**src/rtl/alarm_pkg.sv**
```systemverilog
// ============================================================================
// Module      : alarm_pkg
// Description : Shared types, BCD limits and BCD/binary helpers for the
//               multi-channel alarm controller.
// Contents    : bcd_time_t   - packed {hour tens, hour ones, min tens, min ones}
//               alm_state_e  - per-channel alarm state
//               c_HOUR_MAX / c_MIN_MAX - BCD wrap limits (23, 59)
// Revision    : 1.0 - initial release
// ============================================================================
`default_nettype none

package alarm_pkg;

    typedef struct packed {
        logic [3:0] hour_tens;
        logic [3:0] hour_ones;
        logic [3:0] min_tens;
        logic [3:0] min_ones;
    } bcd_time_t;

    typedef enum logic [2:0] {
        ST_IDLE    = 3'd0,
        ST_ARMED   = 3'd1,
        ST_RINGING = 3'd2,
        ST_SNOOZED = 3'd3,
        ST_DONE    = 3'd4
    } alm_state_e;

    localparam logic [7:0] c_HOUR_MAX = 8'd23;
    localparam logic [7:0] c_MIN_MAX  = 8'd59;

    // Two BCD digits to binary (0..99 for valid digits, 0..165 otherwise).
    function automatic logic [7:0] bcd_to_bin(input logic [3:0] tens,
                                              input logic [3:0] ones);
        return ({4'd0, tens} * 8'd10) + {4'd0, ones};
    endfunction

    // Binary to two BCD digits {tens, ones}; inputs above 99 still yield
    // defined (if meaningless) digits, so garbage in never produces X out.
    function automatic logic [7:0] bin_to_bcd(input logic [7:0] val);
        logic [3:0] tens;
        logic [3:0] ones;
        tens = 4'(val / 8'd10);
        ones = 4'(val - ({4'd0, tens} * 8'd10));
        return {tens, ones};
    endfunction

endpackage

`default_nettype wire

```
**src/rtl/bcd_time_add.sv**
```systemverilog
// ============================================================================
// Module      : bcd_time_add
// Description : Combinational BCD clock adder: time + minutes (0..59).
//               Minutes wrap 59->00 with a carry into hours, hours wrap
//               23->00 (23:58 + 5 = 00:03).
// Ports       : time_i    [15:0] packed BCD time in
//               add_min_i [5:0]  binary minutes to add
//               time_o    [15:0] packed BCD result
// Revision    : 1.0 - initial release
// ============================================================================
`default_nettype none

module bcd_time_add
    import alarm_pkg::*;
(
    input  logic [15:0] time_i,
    input  logic [5:0]  add_min_i,
    output logic [15:0] time_o
);

    bcd_time_t  w_in;
    bcd_time_t  w_out;
    logic [7:0] w_min_sum;
    logic [7:0] w_hr_sum;
    logic       w_carry;
    logic [7:0] w_min_bcd;
    logic [7:0] w_hr_bcd;

    assign w_in = bcd_time_t'(time_i);

    // Work in binary, then convert back; simpler than digit-wise BCD carries.
    always_comb begin
        w_min_sum = bcd_to_bin(w_in.min_tens, w_in.min_ones) + {2'd0, add_min_i};
        w_carry   = (w_min_sum > c_MIN_MAX);
        if (w_carry) begin
            w_min_sum = w_min_sum - (c_MIN_MAX + 8'd1);
        end

        w_hr_sum = bcd_to_bin(w_in.hour_tens, w_in.hour_ones) + {7'd0, w_carry};
        if (w_hr_sum > c_HOUR_MAX) begin
            w_hr_sum = w_hr_sum - (c_HOUR_MAX + 8'd1);
        end

        w_min_bcd       = bin_to_bcd(w_min_sum);
        w_hr_bcd        = bin_to_bcd(w_hr_sum);
        w_out.hour_tens = w_hr_bcd[7:4];
        w_out.hour_ones = w_hr_bcd[3:0];
        w_out.min_tens  = w_min_bcd[7:4];
        w_out.min_ones  = w_min_bcd[3:0];
    end

    assign time_o = 16'(w_out);

endmodule

`default_nettype wire

```
**src/rtl/multi_alarm_ctrl.sv**
```systemverilog
// ============================================================================
// Module      : multi_alarm_ctrl
// Description : N independent alarm channels, each with its own FSM
//               (IDLE/ARMED/RINGING/SNOOZED/DONE), ring timeout, BCD snooze
//               and snooze limit. Shared off/snooze buttons act on every
//               ringing channel at once.
// Ports       : clk, rst           clock, async active-high reset
//               sec_tick           1 Hz one-cycle strobe
//               now_time [15:0]    current BCD time
//               alm_time [16N-1:0] per-channel BCD alarm times
//               alm_en   [N-1:0]   per-channel arm enables
//               off_btn, snooze_btn one-cycle button strobes
//               aud_en             sound enable (any channel ringing)
//               ringing  [N-1:0]   per-channel ringing flags
//               ring_id  [2:0]     lowest ringing channel index
//               snoozed  [N-1:0]   per-channel snoozed flags
// Revision    : 1.0 - initial release
// ============================================================================
`default_nettype none

module multi_alarm_ctrl
    import alarm_pkg::*;
#(
    parameter int N_ALARMS   = 4,
    parameter int SNOOZE_MIN = 5,
    parameter int RING_SEC   = 60,
    parameter int MAX_SNOOZE = 3
) (
    input  logic                  clk,
    input  logic                  rst,
    input  logic                  sec_tick,
    input  logic [15:0]           now_time,
    input  logic [16*N_ALARMS-1:0] alm_time,
    input  logic [N_ALARMS-1:0]   alm_en,
    input  logic                  off_btn,
    input  logic                  snooze_btn,
    output logic                  aud_en,
    output logic [N_ALARMS-1:0]   ringing,
    output logic [2:0]            ring_id,
    output logic [N_ALARMS-1:0]   snoozed
);

    localparam logic [7:0] c_RING_LAST  = 8'(RING_SEC - 1);
    localparam logic [2:0] c_SNOOZE_MAX = 3'(MAX_SNOOZE);
    localparam logic [5:0] c_SNOOZE_ADD = 6'(SNOOZE_MIN);

    logic [15:0]         w_snooze_time;
    logic [N_ALARMS-1:0] w_ring_vec;
    logic [N_ALARMS-1:0] w_snz_vec;

    // Every channel snoozes to the same "now + SNOOZE_MIN", so one adder
    // serves all of them.
    bcd_time_add u_snooze_add (
        .time_i    (now_time),
        .add_min_i (c_SNOOZE_ADD),
        .time_o    (w_snooze_time)
    );

    for (genvar gi = 0; gi < N_ALARMS; gi++) begin : g_ch
        alm_state_e  state_q;
        logic [15:0] target_q;
        logic [7:0]  ring_cnt_q;
        logic [2:0]  snz_cnt_q;
        logic        ring_q;
        logic        snz_q;
        logic [15:0] w_alm;

        assign w_alm = alm_time[16*gi +: 16];

        // Output flags are written alongside each state transition so they
        // appear on the same edge as the state change.
        always_ff @(posedge clk or posedge rst) begin
            if (rst) begin
                state_q    <= ST_IDLE;
                target_q   <= '0;
                ring_cnt_q <= '0;
                snz_cnt_q  <= '0;
                ring_q     <= 1'b0;
                snz_q      <= 1'b0;
            end else if (!alm_en[gi]) begin
                state_q <= ST_IDLE;
                ring_q  <= 1'b0;
                snz_q   <= 1'b0;
            end else begin
                case (state_q)
                    ST_IDLE: begin
                        state_q  <= ST_ARMED;
                        target_q <= w_alm;
                    end
                    ST_ARMED: begin
                        // Tracks alm_time so edits while armed take effect.
                        target_q <= w_alm;
                        if (now_time == target_q) begin
                            state_q    <= ST_RINGING;
                            ring_q     <= 1'b1;
                            ring_cnt_q <= '0;
                            snz_cnt_q  <= '0;
                        end
                    end
                    ST_RINGING: begin
                        if (off_btn) begin
                            state_q <= ST_DONE;
                            ring_q  <= 1'b0;
                        end else if (snooze_btn) begin
                            ring_q <= 1'b0;
                            if (snz_cnt_q < c_SNOOZE_MAX) begin
                                state_q   <= ST_SNOOZED;
                                snz_q     <= 1'b1;
                                target_q  <= w_snooze_time;
                                snz_cnt_q <= snz_cnt_q + 3'd1;
                            end else begin
                                state_q <= ST_DONE;
                            end
                        end else if (sec_tick) begin
                            if (ring_cnt_q == c_RING_LAST) begin
                                state_q <= ST_DONE;
                                ring_q  <= 1'b0;
                            end else begin
                                ring_cnt_q <= ring_cnt_q + 8'd1;
                            end
                        end
                    end
                    ST_SNOOZED: begin
                        if (off_btn) begin
                            state_q <= ST_DONE;
                            snz_q   <= 1'b0;
                        end else if (now_time == target_q) begin
                            state_q    <= ST_RINGING;
                            ring_q     <= 1'b1;
                            snz_q      <= 1'b0;
                            ring_cnt_q <= '0;
                        end
                    end
                    ST_DONE: begin
                        // Wait out the alarm minute so it cannot retrigger.
                        if (now_time != w_alm) begin
                            state_q  <= ST_ARMED;
                            target_q <= w_alm;
                        end
                    end
                    default: begin
                        state_q <= ST_IDLE;
                        ring_q  <= 1'b0;
                        snz_q   <= 1'b0;
                    end
                endcase
            end
        end

        assign w_ring_vec[gi] = ring_q;
        assign w_snz_vec[gi]  = snz_q;
    end

    // Decoded straight from the channel flops: no extra cycle of latency.
    always_comb begin
        ring_id = 3'd0;
        for (int i = N_ALARMS - 1; i >= 0; i--) begin
            if (w_ring_vec[i]) begin
                ring_id = 3'(i);
            end
        end
    end

    assign aud_en  = |w_ring_vec;
    assign ringing = w_ring_vec;
    assign snoozed = w_snz_vec;

endmodule

`default_nettype wire

```
**config.mk**
```make
export PLATFORM = sky130hd
export DESIGN_NAME = multi_alarm_ctrl
export DESIGN_NICKNAME = d
export VERILOG_FILES = /design/src/rtl/alarm_pkg.sv /design/src/rtl/bcd_time_add.sv /design/src/rtl/multi_alarm_ctrl.sv
export SDC_FILE = /design/constraint.sdc
export NUM_CORES = 1
export LEC_CHECK = 0
export CORE_AREA = 2 2 130 132
export CTS_BUF_LIST = sky130_fd_sc_hd__clkbuf_8
export CTS_CLUSTER_DIAMETER = 40
export CTS_CLUSTER_SIZE = 30
export DETAILED_ROUTE_END_ITERATION = 8
export DIE_AREA = 0 0 132 134
export PLACE_DENSITY = 0.93
export SYNTH_ARGS = -nofsm -noshare
export SYNTH_HDL_FRONTEND = slang
export SYNTH_SLANG_ARGS = --single-unit
```
**constraint.sdc**
```tcl
create_clock -name clk -period 9 [get_ports clk]
set_clock_uncertainty 0.2 [all_clocks]
set_input_delay 1.8 -clock clk [delete_from_list [all_inputs] [get_ports clk]]
set_output_delay 1.8 -clock clk [all_outputs]
set_load 0.005 [all_outputs]
```
# Word level (Yosys, flattened, before mapping)
# Index checks and enable logic that the tools add are counted.
# word_totals
register_bits,128
inputBits,89
word_cells,383
# op_classes
addsub,16
multipliers,4
n_div,2
order_cmp,6
eq_ne,104
muxes,174
n_reduce_logical,53
# ops
operator,n
16-bit two-way mux,16
8-bit two-way mux,26
16-bit one-hot mux with 3 select lines,4
3-bit two-way mux,55
8-bit one-hot mux with 3 select lines,4
2-bit inequality test (second input constant),44
16-bit == test,4
16-bit inequality test,4
3-bit inequality test (second input constant),20
3-bit one-hot mux with 5 select lines,4
1-bit two-way mux,52
6-bit AND reduction,8
5-bit inequality test (second input constant),8
8-bit by 1-bit adder with 8-bit output (second input constant),4
8-bit by 6-bit == test with 1-bit output (second input constant),4
7-bit AND reduction,4
3-bit by 2-bit == test with 1-bit output (second input constant),8
3-bit one-hot mux with 2 select lines,4
3-bit nonzero test,8
5-bit AND reduction,4
8-bit by 4-bit adder with 8-bit output,2
8-bit by 4-bit divider with 8-bit output (second input constant),2
4-bit inequality test (second input constant),4
1-bit one-hot mux with 4 select lines,4
22 further kinds,62

# Depth between registers and ports, before layout
# Gate-level depths: netlist of run 1.
# logic_depth
ltp_word,14
ltp_mapped,34

# Cells and area by module
# A second synthesis of run 1 with hierarchy kept.
# unflattened
cells_unflattened,1251
area_unflattened_um2,10826.6
# by_module_without_submodules
module,instances,cells_each,area_per_inst_um2
multi_alarm_ctrl,1,959,8623.3
bcd_time_add,1,292,2203.4

# Worst setup path after synthesis of run 1
# No wires, ideal clock.
# synth_path
path_type,input-to-reg
start,input now_time[2]
end,register g_ch[0].target_q[11]
arrival_time_ns,8.859
slack_ns,-0.185
stages,31
path_cell_list,clkbuf_1 > inv_1 > ha_1 > fa_1 > nand2b_1 > a211oi_4 > xnor2_1 > o211ai_2 > nand2_2 > ha_1 > fa_1 > a211oi_1 > o21ai_0 > nor2b_1 > ha_1 > xor3_1 > a21boi_1 > o31ai_1 > a31oi_1 > and3_1 > nor2_1 > a41oi_1 > ha_1 > nand2_1 > a32o_2 > ha_1 > inv_1 > fa_1 > xnor2_1 > xnor2_2 > o21ai_1
# synth_between
elab_chain_len,13
# synth_rtl
element,line_no,source
from (decl),multi_alarm_ctrl.sv:32,"input logic [15:0] now_time,"
8-bit by 4-bit adder with 8-bit output,alarm_pkg.sv:35,"return ({4'd0, tens} * 8'd10) + {4'd0, ones};"
8-bit by 3-bit adder with 8-bit output,bcd_time_add.sv:33,"w_min_sum = bcd_to_bin(w_in.min_tens, w_in.min_ones) + {2'd0, add_min_i};"
8-bit by 6-bit > comparator with 1-bit output,bcd_time_add.sv:34,w_carry = (w_min_sum > c_MIN_MAX);
8-bit by 1-bit adder with 8-bit output,bcd_time_add.sv:39,"w_hr_sum = bcd_to_bin(w_in.hour_tens, w_in.hour_ones) + {7'd0, w_carry};"
8-bit by 5-bit subtractor with 8-bit output / 8-bit by 5-bit > comparator with 1-bit output (equally long branches),"bcd_time_add.sv:41, bcd_time_add.sv:40",
8-bit two-way mux,bcd_time_add.sv:40,if (w_hr_sum > c_HOUR_MAX) begin
8-bit by 4-bit divider with 8-bit output,alarm_pkg.sv:43,tens = 4'(val / 8'd10);
4-bit by 3-bit multiplier with 3-bit output,alarm_pkg.sv:44,"ones = 4'(val - ({4'd0, tens} * 8'd10));"
4-bit subtractor,alarm_pkg.sv:44,
16-bit two-way mux,multi_alarm_ctrl.sv:106,if (snz_cnt_q < c_SNOOZE_MAX) begin
16-bit two-way mux,multi_alarm_ctrl.sv:104,end else if (snooze_btn) begin
16-bit two-way mux,multi_alarm_ctrl.sv:101,if (off_btn) begin
16-bit one-hot mux with 3 select lines,multi_alarm_ctrl.sv:85,case (state_q)
to (signal assigned),multi_alarm_ctrl.sv:88,target_q <= w_alm;
to (signal assigned),multi_alarm_ctrl.sv:92,target_q <= w_alm;
to (signal assigned),multi_alarm_ctrl.sv:109,target_q <= w_snooze_time;
to (decl),multi_alarm_ctrl.sv:61,logic [15:0] target_q;
# Several ways; a longest one is shown, not always the timed one. The select of a mux whose other input is x is not followed.
# A chain may end at the register's enable or synchronous reset.

# Worst setup path in the final report of run 1
# layout_path
start,input now_time[5]
end,register g_ch[1].target_q[3]
# layout_between
elab_chain_len,12
# layout_rtl
element,line_no,source
4-bit by 3-bit multiplier with 7-bit output,alarm_pkg.sv:35,
8-bit by 4-bit adder with 8-bit output,alarm_pkg.sv:35,
8-bit by 3-bit adder with 8-bit output,bcd_time_add.sv:33,
8-bit by 6-bit subtractor with 8-bit output / 8-bit by 6-bit > comparator with 1-bit output (equally long branches),"bcd_time_add.sv:36, bcd_time_add.sv:34",
8-bit two-way mux,bcd_time_add.sv:35,if (w_carry) begin
8-bit by 4-bit divider with 8-bit output,alarm_pkg.sv:43,
4-bit by 3-bit multiplier with 3-bit output,alarm_pkg.sv:44,
4-bit subtractor,alarm_pkg.sv:44,
16-bit two-way mux,multi_alarm_ctrl.sv:106,
16-bit two-way mux,multi_alarm_ctrl.sv:104,
16-bit two-way mux,multi_alarm_ctrl.sv:101,
16-bit one-hot mux with 3 select lines,multi_alarm_ctrl.sv:85,
to (signal assigned),multi_alarm_ctrl.sv:88,
to (signal assigned),multi_alarm_ctrl.sv:92,
to (signal assigned),multi_alarm_ctrl.sv:109,
to (decl),multi_alarm_ctrl.sv:61,
# Several ways; a longest one is shown, not always the timed one. The select of a mux whose other input is x is not followed.

==> results of run 1 <==
## state kept, by name (all words and copies together), names as in the netlist
register / flops
g_ch.ring_q: 4
g_ch.state_q: 12
g_ch.snz_q: 4
g_ch.snz_cnt_q: 12
g_ch.target_q: 64
g_ch.ring_cnt_q: 32
## stage by stage
| step | worst slack, ps | instances |
|---|---|---|
| finish | 332 | 1584 |
| global placement | 9.73 | 1551 |
| global route | 0.205 | 1584 |
| floorplan | 126 | 1252 |
| detailed placement | -223 | 1551 |
| CTS | 258 | 1583 |
## layout make-up
type                    count  area (sq um)
fillers                  1114          4160
well taps                 220           275
clock inverters            15           160
clock buffers              17           234
flip-flops and latches    128          3200
multi-input cells        1015          6730
inverters                  39           149
repair buffers            150          1380
## power by group through the flow
stage	Sequential, W	Combinational [W]	Clock (W)
after floorplan	0.000652	0.000777	0
after global placement	0.000659	0.00117	0
after detailed placement	0.000663	0.00120	0
after CTS	0.000652	0.00122	0.000508
after global routing	0.000659	0.00136	0.000531
final	0.000654	0.00128	0.000509
## worst max-delay path, delay by kind of cell
family,cells,cell delay [ps]
adders and majority gates,8,2430
buffers and inverters,5,860
and+or+nand+nor,8,1480
xor gates and xnor gates,1,160
AOI/OAI and AO/OA,10,1820
muxes,1,280
## Yosys cell counts, drive strengths merged, types with 7 or more instances
library cell / n / area share, %
dfrtp: 128 / 31
nor2: 125 / 4.5
nand2: 121 / 4.5
o21ai: 104 / 5.0
xnor2: 96 / 8.2
a21oi: 90 / 4.4
xor2: 66 / 5.7
clkbuf: 50 / 1.8
nand3: 40 / 1.9
ha: 38 / 4.6
inv: 38 / 1.4
nand4: 30 / 1.8
a31oi: 26 / 1.6
nand2b: 24 / 1.5
nor2b: 24 / 1.5
buf: 20 / 1.2
mux2: 19 / 2.1
nor4: 18 / 1.1
mux2i: 16 / 1.5
and3: 15 / 0.92
nor3: 15 / 0.77
o31ai: 11 / 0.80
o22ai: 9 / 0.60
a31o: 8 / 0.68
a211oi: 7 / 0.63
or2: 7 / 0.42
## routing by layer
metal / vias up / global-route usage [%]
met5: - / 0
met4: 0 / 19.6
met3: 178 / 8.16
met2: 669 / 58.0
met1: 4811 / 44.2
li1: 4619 / -
## worst paths after layout
kind / start / endpoint / slack [ps] / depth (start not counted)
min in group asynchronous: rst / g_ch[3].snz_q$_DFFE_PP0P_ / 1610 / 2
max: now_time[5] / g_ch[1].target_q[3]$_DFFE_PP0P_ / 330 / 33
min: g_ch[3].ring_cnt_q[5]$_DFFE_PP0P_ / g_ch[3].ring_cnt_q[5]$_DFFE_PP0P_ / 280 / 1
max reg2reg: g_ch[1].state_q[0]$_DFFE_PP0P_ / g_ch[1].target_q[9]$_DFFE_PP0P_ / 5280 / 8
min reg2reg: g_ch[3].ring_cnt_q[5]$_DFFE_PP0P_ / g_ch[3].ring_cnt_q[5]$_DFFE_PP0P_ / 280 / 1
max in group asynchronous: rst / g_ch[1].ring_cnt_q[5]$_DFFE_PP0P_ / 5610 / 3
## kinds of logic (layout without fill, tap and decap cells)
| logic type | count (synthesis) | after routing | share of synthesized area, % |
|---|---|---|---|
| compound gates | 324 | 324 | 19.9 |
| xor+xnor | 163 | 163 | 14.1 |
| mux | 35 | 35 | 3.62 |
| simple gates | 447 | 447 | 21.1 |
| fa+ha+maj | 45 | 45 | 5.86 |
| flops | 128 | 128 | 31.0 |
| buf+inv | 109 | 221 | 4.42 |
| other cells | 1 | 1 | 0.0363 |
## timing repair
action,CTS,global route
gates resized for setup,0,9
buffers inserted,0,1
setup endpoints to repair,0,14
==> results.json, run 1 <==
{
  "number_of_enable_type_register_cells_in_the_synthesized_netlist": 0,
  "pwr_density_cell_nw_per_um2": 201,
  "routed_wl_microns": 31300,
  "net-switching-power_w": 0.00107,
  "first_global_vias": 10100,
  "fmax_ghz": 0.115,
  "mean_syn_cell_area_sq_um": 8.26,
  "core_sq_um": 16300,
  "m1WireLength_microns": 11800,
  "yosys.cell_types.count": 97,
  "ir_worst_vdd_uv": 170,
  "grt_overflow": 0,
  "finalSetupViolations": 0,
  "numPortBuffers": 99,
  "pin_count": 101,
  "power.sequential.fraction_pct": 26.8,
  "routedWlPerCell_microns": 19.8,
  "hold_viol": 0,
  "hpwl_dp_microns": 22700,
  "met3_length_microns": 3460,
  "leakage_nw": 5.09,
  "die_x_microns": 132,
  "cts_hold_buffers": 0,
  "timing_worst_slew_pin_value_ps": 1160,
  "totalNegativeSetupSlack_ps": 0,
  "grt_first_pass_wirelength_microns": 50400,
  "die_height_microns": 134,
  "crit_slowest_cell": "sky130_fd_sc_hd__clkdlybuf4s50_1",
  "rsz_0062_raised_after_global_routing": "no",
  "area.growth.synth_to_final_pct": 17.3,
  "placementRows": 47,
  "synth-async-reset-ratio_pct": 100,
  "crit_path_max_fanout": 6,
  "dpl-instance-area_sq_um": 11700,
  "yosys_warnings": 0,
  "final.min_clock_period_ps": 8670,
  "post_route_cells_drive_above_1_share_pct": 10.8,
  "start_kind": "input pin",
  "drc": 0,
  "area_enclosed_by_the_die_boundary_sq_um": 17700,
  "drv.max_cap_violation_count": 0,
  "critPathMostFrequentCell": "sky130_fd_sc_hd__ha_1",
  "cts_max_level": 4,
  "ant_diodes": 0,
  "route.detailed.vias_per_inst": 6.49,
  "internal-power_w": 0.00137,
  "path_clk_slew_ps": 80,
  "worst-endpoint-required_ps": 9160,
  "fin_nets": 1484,
  "dr_total_vias": 10300,
  "seq_area_frac_synth_pct": 31.0,
  "insertion_delay_ps": 470,
  "dr.pass1.iters": 6,
  "mappedNetlistArea_sq_um": 10300,
  "worst_hold_slack_ps": 282,
  "timing.final.max_slew_violations": 0,
  "max_slew_margin_pct": 22.7,
  "cts_max_path_buffers": 2,
  "grt_use_total_pct": 35.6,
  "cp-end-kind": "flip-flop",
  "totalPowerFinal_w": 0.00244,
  "worst_ep_arrival_time_ps": 8830,
  "clk_root_buffer_cell": "sky130_fd_sc_hd__clkbuf_8",
  "swShare_pct": 43.7,
  "hold_class": "reg2reg",
  "gp_congestion": 0.971,
  "final_core_utilization_pct": 74.5,
  "synthCells": 1252,
  "status": "finished clean",
  "postLayoutCellArea_sq_um": 12100,
  "mostFrequentLayoutCell": "sky130_fd_sc_hd__dfrtp_1",
  "numClockSinks": 128,
  "numCtsBuffers": 17,
  "fin_crit_sh_pct": 96.3,
  "worst_path_largest_cell_delay_ps": 470,
  "top_layer_used": "met4",
  "met2WireLength_microns": 14300,
  "final_antenna_net_count": 0,
  "number_of_antenna_violations_at_the_first_check_in_global_routing": 0,
  "worstSetupPathType": "in2reg",
  "grt_start_max_net_pins": 71,
  "syn_nets": 1385,
  "start_util_pct": 63.5,
  "ys.flop_type": "sky130_fd_sc_hd__dfrtp_1",
  "drt-initial-drc-count": 1221,
  "synth_seq_cells": 128,
  "leading_cell_types_in_the_layout_fill_and_taps_excluded": "128 x sky130_fd_sc_hd__dfrtp_1, 125 x sky130_fd_sc_hd__nor2_1, 118 x sky130_fd_sc_hd__nand2_1",
  "clock_power_share_pct": 20.9,
  "combinational_share_of_power_pct": 52.3,
  "cts_tree": "done"
}
Note: power is estimated with default switching activity, not from simulation.
==> run 2: changes to the inputs <==
HOLD_SLACK_MARGIN = 0.1   (was not set)
==> results of run 2 <==
Same layout as run 1: the final DEF is identical, and so are final timing and power.
==> run 3: changes to the inputs <==
CAP_MARGIN = 0   (was not set)
==> results of run 3 <==
Same layout as run 1: the final DEF is identical, and so are final timing and power.
